<file path="src/rtl/icache_controller.sv">
// icache_controller: sequencer for a direct-mapped instruction cache whose tag and data arrays
// live outside this block (combinational-read CacheMem arrays). Hits are resolved in the same
// cycle. A miss refills the whole line word-by-word from main memory, then writes the tag.
// Valid bits are held here so that reset and flush can invalidate every line at once.
//
// Ports:
//   i_clock, i_reset_n              clock (rising edge), asynchronous active-low reset
//   i_req, i_addr, i_flush          CPU fetch request, byte address, invalidate-all
//   o_hit, o_busy, o_data           hit this cycle, refill in progress, fetched word
//   o_mem_req, o_mem_addr           memory word request and word-aligned address
//   i_mem_ack, i_mem_data           memory word valid and its data
//   o_tag_wr/addr/wdata, i_tag_rdata  tag array write port and combinational read data
//   o_dat_wr/addr/wdata, i_dat_rdata  data array write port and combinational read data
module icache_controller #(
  parameter int unsigned ADDR_WIDTH  = 32,
  parameter int unsigned DATA_WIDTH  = 32,
  parameter int unsigned INDEX_WIDTH = 5,
  parameter int unsigned BLOCK_WIDTH = 2,
  localparam int unsigned TAG_WIDTH  = ADDR_WIDTH - INDEX_WIDTH - BLOCK_WIDTH - 2
) (
  input  logic                               i_clock,
  input  logic                               i_reset_n,
  input  logic                               i_req,
  input  logic [ADDR_WIDTH-1:0]              i_addr,
  input  logic                               i_flush,
  output logic                               o_hit,
  output logic                               o_busy,
  output logic [DATA_WIDTH-1:0]              o_data,
  output logic                               o_mem_req,
  output logic [ADDR_WIDTH-1:0]              o_mem_addr,
  input  logic                               i_mem_ack,
  input  logic [DATA_WIDTH-1:0]              i_mem_data,
  output logic                               o_tag_wr,
  output logic [INDEX_WIDTH-1:0]             o_tag_addr,
  output logic [TAG_WIDTH-1:0]               o_tag_wdata,
  input  logic [TAG_WIDTH-1:0]               i_tag_rdata,
  output logic                               o_dat_wr,
  output logic [INDEX_WIDTH+BLOCK_WIDTH-1:0] o_dat_addr,
  output logic [DATA_WIDTH-1:0]              o_dat_wdata,
  input  logic [DATA_WIDTH-1:0]              i_dat_rdata
);

  localparam int unsigned NumLines = 2 ** INDEX_WIDTH;
  localparam logic [BLOCK_WIDTH-1:0] LastWord = {BLOCK_WIDTH{1'b1}};

  typedef enum logic [1:0] {StIdle, StFill, StUpdate} state_e;

  state_e                 state_q;
  logic [NumLines-1:0]    valid_q;
  logic [TAG_WIDTH-1:0]   line_tag_q;
  logic [INDEX_WIDTH-1:0] line_index_q;
  logic [BLOCK_WIDTH-1:0] count_q;
  logic                   flush_pend_q;
  logic                   mem_req_q;

  logic [TAG_WIDTH-1:0]   req_tag;
  logic [INDEX_WIDTH-1:0] req_index;
  logic [BLOCK_WIDTH-1:0] req_word;
  logic                   line_match;
  logic                   miss_start;
  logic                   ack_ok;
  logic                   unused_addr;

  assign req_tag     = i_addr[ADDR_WIDTH-1 -: TAG_WIDTH];
  assign req_index   = i_addr[BLOCK_WIDTH+2 +: INDEX_WIDTH];
  assign req_word    = i_addr[2 +: BLOCK_WIDTH];
  // Byte offset within the word is irrelevant for instruction fetch.
  assign unused_addr = ^i_addr[1:0];

  assign line_match = valid_q[req_index] & (i_tag_rdata == req_tag);
  // Flush wins over a same-cycle lookup: no hit and no refill is started.
  assign miss_start = (state_q == StIdle) & i_req & ~line_match & ~i_flush;
  // An ack only counts while a request is outstanding.
  assign ack_ok     = (state_q == StFill) & mem_req_q & i_mem_ack;

  always_comb begin
    o_hit       = (state_q == StIdle) & i_req & line_match & ~i_flush;
    o_busy      = (state_q != StIdle);
    o_data      = i_dat_rdata;
    o_mem_req   = mem_req_q;
    o_mem_addr  = {line_tag_q, line_index_q, count_q, 2'b00};
    o_tag_wr    = (state_q == StUpdate);
    o_tag_addr  = (state_q == StUpdate) ? line_index_q : req_index;
    o_tag_wdata = line_tag_q;
    o_dat_wr    = ack_ok;
    o_dat_addr  = (state_q == StFill) ? {line_index_q, count_q} : {req_index, req_word};
    o_dat_wdata = i_mem_data;
  end

  always_ff @(posedge i_clock or negedge i_reset_n) begin
    if (!i_reset_n) begin
      state_q      <= StIdle;
      valid_q      <= '0;
      line_tag_q   <= '0;
      line_index_q <= '0;
      count_q      <= '0;
      flush_pend_q <= 1'b0;
      mem_req_q    <= 1'b0;
    end else begin
      unique case (state_q)
        StIdle: begin
          if (i_flush) begin
            valid_q <= '0;
          end else if (miss_start) begin
            line_tag_q   <= req_tag;
            line_index_q <= req_index;
            count_q      <= '0;
            mem_req_q    <= 1'b1;
            state_q      <= StFill;
          end
        end
        StFill: begin
          if (i_flush) flush_pend_q <= 1'b1;
          if (ack_ok) begin
            // Drop the request for one cycle after every accepted word.
            mem_req_q <= 1'b0;
            count_q   <= count_q + 1'b1;
            if (count_q == LastWord) state_q <= StUpdate;
          end else begin
            mem_req_q <= 1'b1;
          end
        end
        StUpdate: begin
          // A flush seen during the refill discards the new line along with everything else.
          if (flush_pend_q || i_flush) valid_q <= '0;
          else                          valid_q[line_index_q] <= 1'b1;
          flush_pend_q <= 1'b0;
          state_q      <= StIdle;
        end
        default: state_q <= StIdle;
      endcase
    end
  end

endmodule

</file>
<file path="config.mk">
export PLATFORM = sky130hd
export DESIGN_NAME = icache_controller
export DESIGN_NICKNAME = d
export VERILOG_FILES = /design/src/rtl/icache_controller.sv
export SDC_FILE = /design/constraint.sdc
export NUM_CORES = 1
export LEC_CHECK = 0
export ABC_AREA = 1
export CAP_MARGIN = 20
export CORE_UTILIZATION = 35
export DETAILED_ROUTE_END_ITERATION = 10
export PLACE_DENSITY = 0.84
export SYNTH_ARGS = -nofsm -noshare
export SYNTH_HDL_FRONTEND = slang
export SYNTH_SLANG_ARGS = --single-unit
</file>
<file path="constraint.sdc">
create_clock -name i_clock -period 1.8 [get_ports i_clock]
set_input_delay 0.18 -clock i_clock [delete_from_list [all_inputs] [get_ports i_clock]]
set_output_delay 0.18 -clock i_clock [all_outputs]
set_load 0.02 [all_outputs]
</file>
* Word-level counts from Yosys, hierarchy flattened *
Cells that the tools add are included.

storage, ports and cells
  bits in registers = 66
  input port bits = 124
  word-level logic and storage cells = 69

cells by class
  add/subtract/negate cells = 1
  $lt $le $gt $ge = 3
  equality and inequality tests = 10
  mux-type cells = 24
  bitwise gates (word level) = 11
  reduce and logical (&&, ||, !) cells = 13

operators with widths
  cell                 number
  $mux 32              2
  $pmux 32 s2          1
  $or 32x32->32        1
  $eq 23x23->1         1
  $mux 2               7
  $lt 5x6->1 const B   2
  $ne 2x2->1 const B   5
  $and 1x1->1          8
  $pmux 2 s2           2
  $reduce_and 4->1     2
  $reduce_bool 2->1    4
  $mux 7               1
  $mux 1               6
  $reduce_and 3->1     2
  $bmux 1 s5           1
  $demux 1 s5          1
  $ge 5x1->1 const B   1
  $mux 5               1
  $eq 2x2->1 const B   2
  $pmux 1 s2           2
  $reduce_and 2->1     2
  $add 2x1->2 const B  1
  $eq 2x1->1 const B   1
  $logic_not 2->1      1
  4 further kinds      5

* Logic depth before layout (Yosys ltp) *
  depth after elaboration = 9
  depth in mapped cells = 14
  gate-level depth less buffers = 14

* Worst setup path after synthesis *
OpenSTA, ideal clock, no wires.

  kind = reg2out
  start point = register state_q[1]
  end point = output o_tag_addr[0]
  data arrival time = 1.376 ns
  setup slack = 0.244 ns
  stages on the path, launching flop included = 5
  path buffers = 1
  cells stage by stage = dfrtp_1 > inv_1 > nor2_1 > clkbuf_1 > o21ai_0

between the ends
  longest elaborated chain between the ends = 2

RTL lines
  what                    line  text
  start, declared         48    state_e state_q;
  start signal, assigned  92    state_q <= StIdle;
  start signal, assigned  109   state_q <= StFill;
  start signal, assigned  118   if (count_q == LastWord) state_q <= StUpdate;
  $eq 2x2->1              -
  via o_tag_wr            33    output logic o_tag_wr,
  $mux 5                  83    o_tag_addr = (state_q == StUpdate) ? line_index_q : req_index;
  end, declared           34    output logic [INDEX_WIDTH-1:0] o_tag_addr,

The timed path passes the listed nets, and every way through them passes these cells.

* Worst setup path after layout *
  start point = input i_addr[18]
  end point = output o_hit

between the ends
  longest elaborated chain between the ends = 4

RTL lines
  what                      line  text
  start, declared           24    input logic [ADDR_WIDTH-1:0] i_addr,
  $eq 23x23->1              70    assign line_match = valid_q[req_index] & (i_tag_rdata == req_tag);
  $and 1x1->1               70
  $and 1x1->1 (2 in a row)  77    o_hit = (state_q == StIdle) & i_req & line_match & ~i_flush;
  end, declared             26    output logic o_hit,

No other way between the ends.

==> reports/metrics.csv <==
metric;value;unit
die area;0.0126;mm²
post-DR vias/cell;4.73;
Reg area;0.00165;mm²
outcome;finished, violations left;
initial antenna violation count;0;
slowest stage cell, crit path;clkdlybuf4s50_1;
Buffers on Ports;127;
Clk Latency, worst-skew pair;0.33;ns
Cells after DPL;793;
Setup WS post-layout;0.0701;ns
Slew Limit Fails;0;
Initial Util;36.6;%
crit-path cells;clkdlybuf4s50_1 -> xnor2_1 -> nand2_1 -> nor2_1 -> nand2_1 -> nor2_1 -> buf_4 -> nand3_4 -> nor2_4 -> buf_6;
slew margin rel.;62.3;%
class of the worst hold path;input port to flop;
final core occ;50.9;%
NumNets Final;797;
delay-heaviest family, CP;buffers and inverters;
P_leak;0.00304;µW
failing checks;DRC;
delay of the slowest cell on the worst path;0.51;ns
synth warn;0;
CTS buffer count;9;
DRC viols;4;
core area;0.0116;mm²
post-route insts no fill;820;
share of cells above drive strength 1;19.2;%
worst path required time;1.62;ns
max cap viols;0;
routed len/inst;14.4;µm
Clk pin slew, worst setup/hold paths;0.06;ns
DRT iter0 DRCs;206;
GPL Wtd Cong;0.849;
WS Path Type;input port to primary output;
DR vias;3879;
total gr overflow;0;
number of global-route vias before repair;3808;
synthesized area;0.00425;mm²
Routed Wire Length;11800;µm
FF+latch count, synth;66;
Root Buffer;clkbuf_16;
die width;112;µm
DIE HEIGHT;112;µm
syn_area_per_cell;7.31;µm²
CTS tree;built;
first-pass detailed-route iteration total;8;
Bufs and invs on worst path;3;
io pins;260;
crit path DAT;1.55;ns
CTS sink cnt;66;
clock tree buffer depth;2;
Slew @ Worst Pin;0.561;ns
gate count after technology mapping;581;
Synth Flop Type;dfrtp_1;
final setup vio count;0;
pwr/cell area;1420;mW/mm²
area grow syn2layout;39.2;%
global-route wire length before repair;18500;µm
htree depth;3;
Max Clock Skew;0.0116;ns
pin count of the biggest net entering global routing;67;
Site Rows;39;
critical path startpoint category;input port;
fmax;578;MHz
placed wire-length estimate;8550;µm
Tmin final;1.73;ns
sequential area share after synthesis;38.9;%
n_diodes;0;
area of the multi-input gates;0.00162;mm²
worst vdd ir;0.840;mV
Final Hold Viols;0;
Final Cycle Share;96.1;%
critical-path maximum fanout;2;
Post-DRT Antenna Nets;0;
fraction of registers with async set/reset;100;%
worst slack, placed;-0.680;ns
FILL cells;1095;
Post-synth EDFFs;0;
Yosys cell types;26;
crit path capture type;primary output;
All-Layer GR Usage;18.9;%
## cell families after synthesis
group	after synthesis	synth area share (%)
AND/OR/NAND/NOR	249	24.3
buffers and inverters	190	26.3
flip-flops	66	38.9
AO/OA/AOI/OAI	62	7.72
XOR/XNOR	12	2.47
adder cells (fa/ha/maj)	1	0.294
other	1	0.0883
## cell type report
class                      instances  share of cell area, %
inverter                          84                   5.46
timing repair buffer             185                   30.2
clock buffer                      10                   4.04
multi-input combinational        326                   27.5
tap                              143                   3.03
sequential                        66                   27.9
clock inverter                     6                   1.88
## cells in the final DEF (no fill, tap or decap), types with 17 or more instances in the layout
cell | synthesis | layout
nand3_1 | 35 | 25
dlygate4sd2_1 | 0 | 31
inv_1 | 81 | 73
buf_4 | 92 | 44
nor2_1 | 26 | 21
dfrtp_1 | 66 | 66
clkdlybuf4s50_1 | 0 | 73
o21ai_1 | 16 | 17
nand2_1 | 177 | 169
a21oi_1 | 20 | 19
## through the flow
stage	cell area, µm²	hold WS [ns]	setup TNS [ns]	total power, µW
detailed placement	5310	0.224	-16.45	6240
finish	5910	0.110	0	8380
global route	5910	0.130	-0.303	8810
floorplan	4250	-0.116	0	4640
CTS	5800	0.246	-0.0118	8380
global placement	5310	0.221	-16.63	6170
## sequential cells by signal, indices dropped and copies added (netlist names)
register,flops
valid_q,32
o_tag_wdata,23
line_index_q,5
count_q,2
state_q,2
flush_pend_q,1
o_mem_req,1
## report_power, final
group	switching (µW)	total, µW	internal (µW)
logic	2240	4050	1810
clock network	688	2080	1390
registers	402	2250	1850
total	3330	8380	5050
## final timing paths
check	startpoint	endpoint	slack (ns)	depth (start not counted)
worst max-delay path	i_addr[18]	o_hit	0.07	10
worst min-delay path	i_addr[21]	o_tag_wdata[12]	0.11	3
worst max register to register	valid_q[5]	o_tag_wdata[1]	0.11	13
worst min register to register	o_tag_wdata[18]	o_tag_wdata[18]	0.51	2
max in group asynchronous	i_reset_n	o_tag_wdata[10]	1.10	3
min in group asynchronous	i_reset_n	line_index_q[0]	0.40	3
## tightest hold or removal path, delay by kind of cell
family / cells / cell delay (ns)
buffers and inverters: 1 / 0.12
AND/OR/NAND/NOR: 2 / 0.11
## cells in the mapped netlist (3+ instances only)
cell	instances	share of area (%)
a21oi_1	20	2.4
buf_2	3	0.35
buf_4	92	16
buf_6	7	1.9
clkbuf_1	4	0.35
dfrtp_1	66	39
inv_1	81	7.2
nand2_1	177	16
nand3_1	35	4.1
nand4_1	4	0.59
nor2_1	26	2.3
nor3_1	3	0.35
o21ai_0	13	1.5
o21ai_1	16	1.9
o22ai_1	12	1.8
xnor2_1	11	2.3
## repair_timing
item / in CTS / in global routing
setup endpoints to repair: 48 / 40
hold endpoints to repair: 66 / 0
cloned: 2 / 1
hold buffers: 1 / 0
resized for setup: 84 / 71
setup buffers: 5 / 2
pin swaps: 15 / 12
## per-layer routing
layer	vias to the layer above	wire length, µm	share of wire (%)	track usage [%]
li1	1873	-	-	-
met1	1786	4250	36	20.2
met2	187	6130	52	33.5
met3	33	1050	8.9	6.05
met4	0	351	3.0	9.60
met5	-	0	0	0
(Power assumes the default switching activity.)
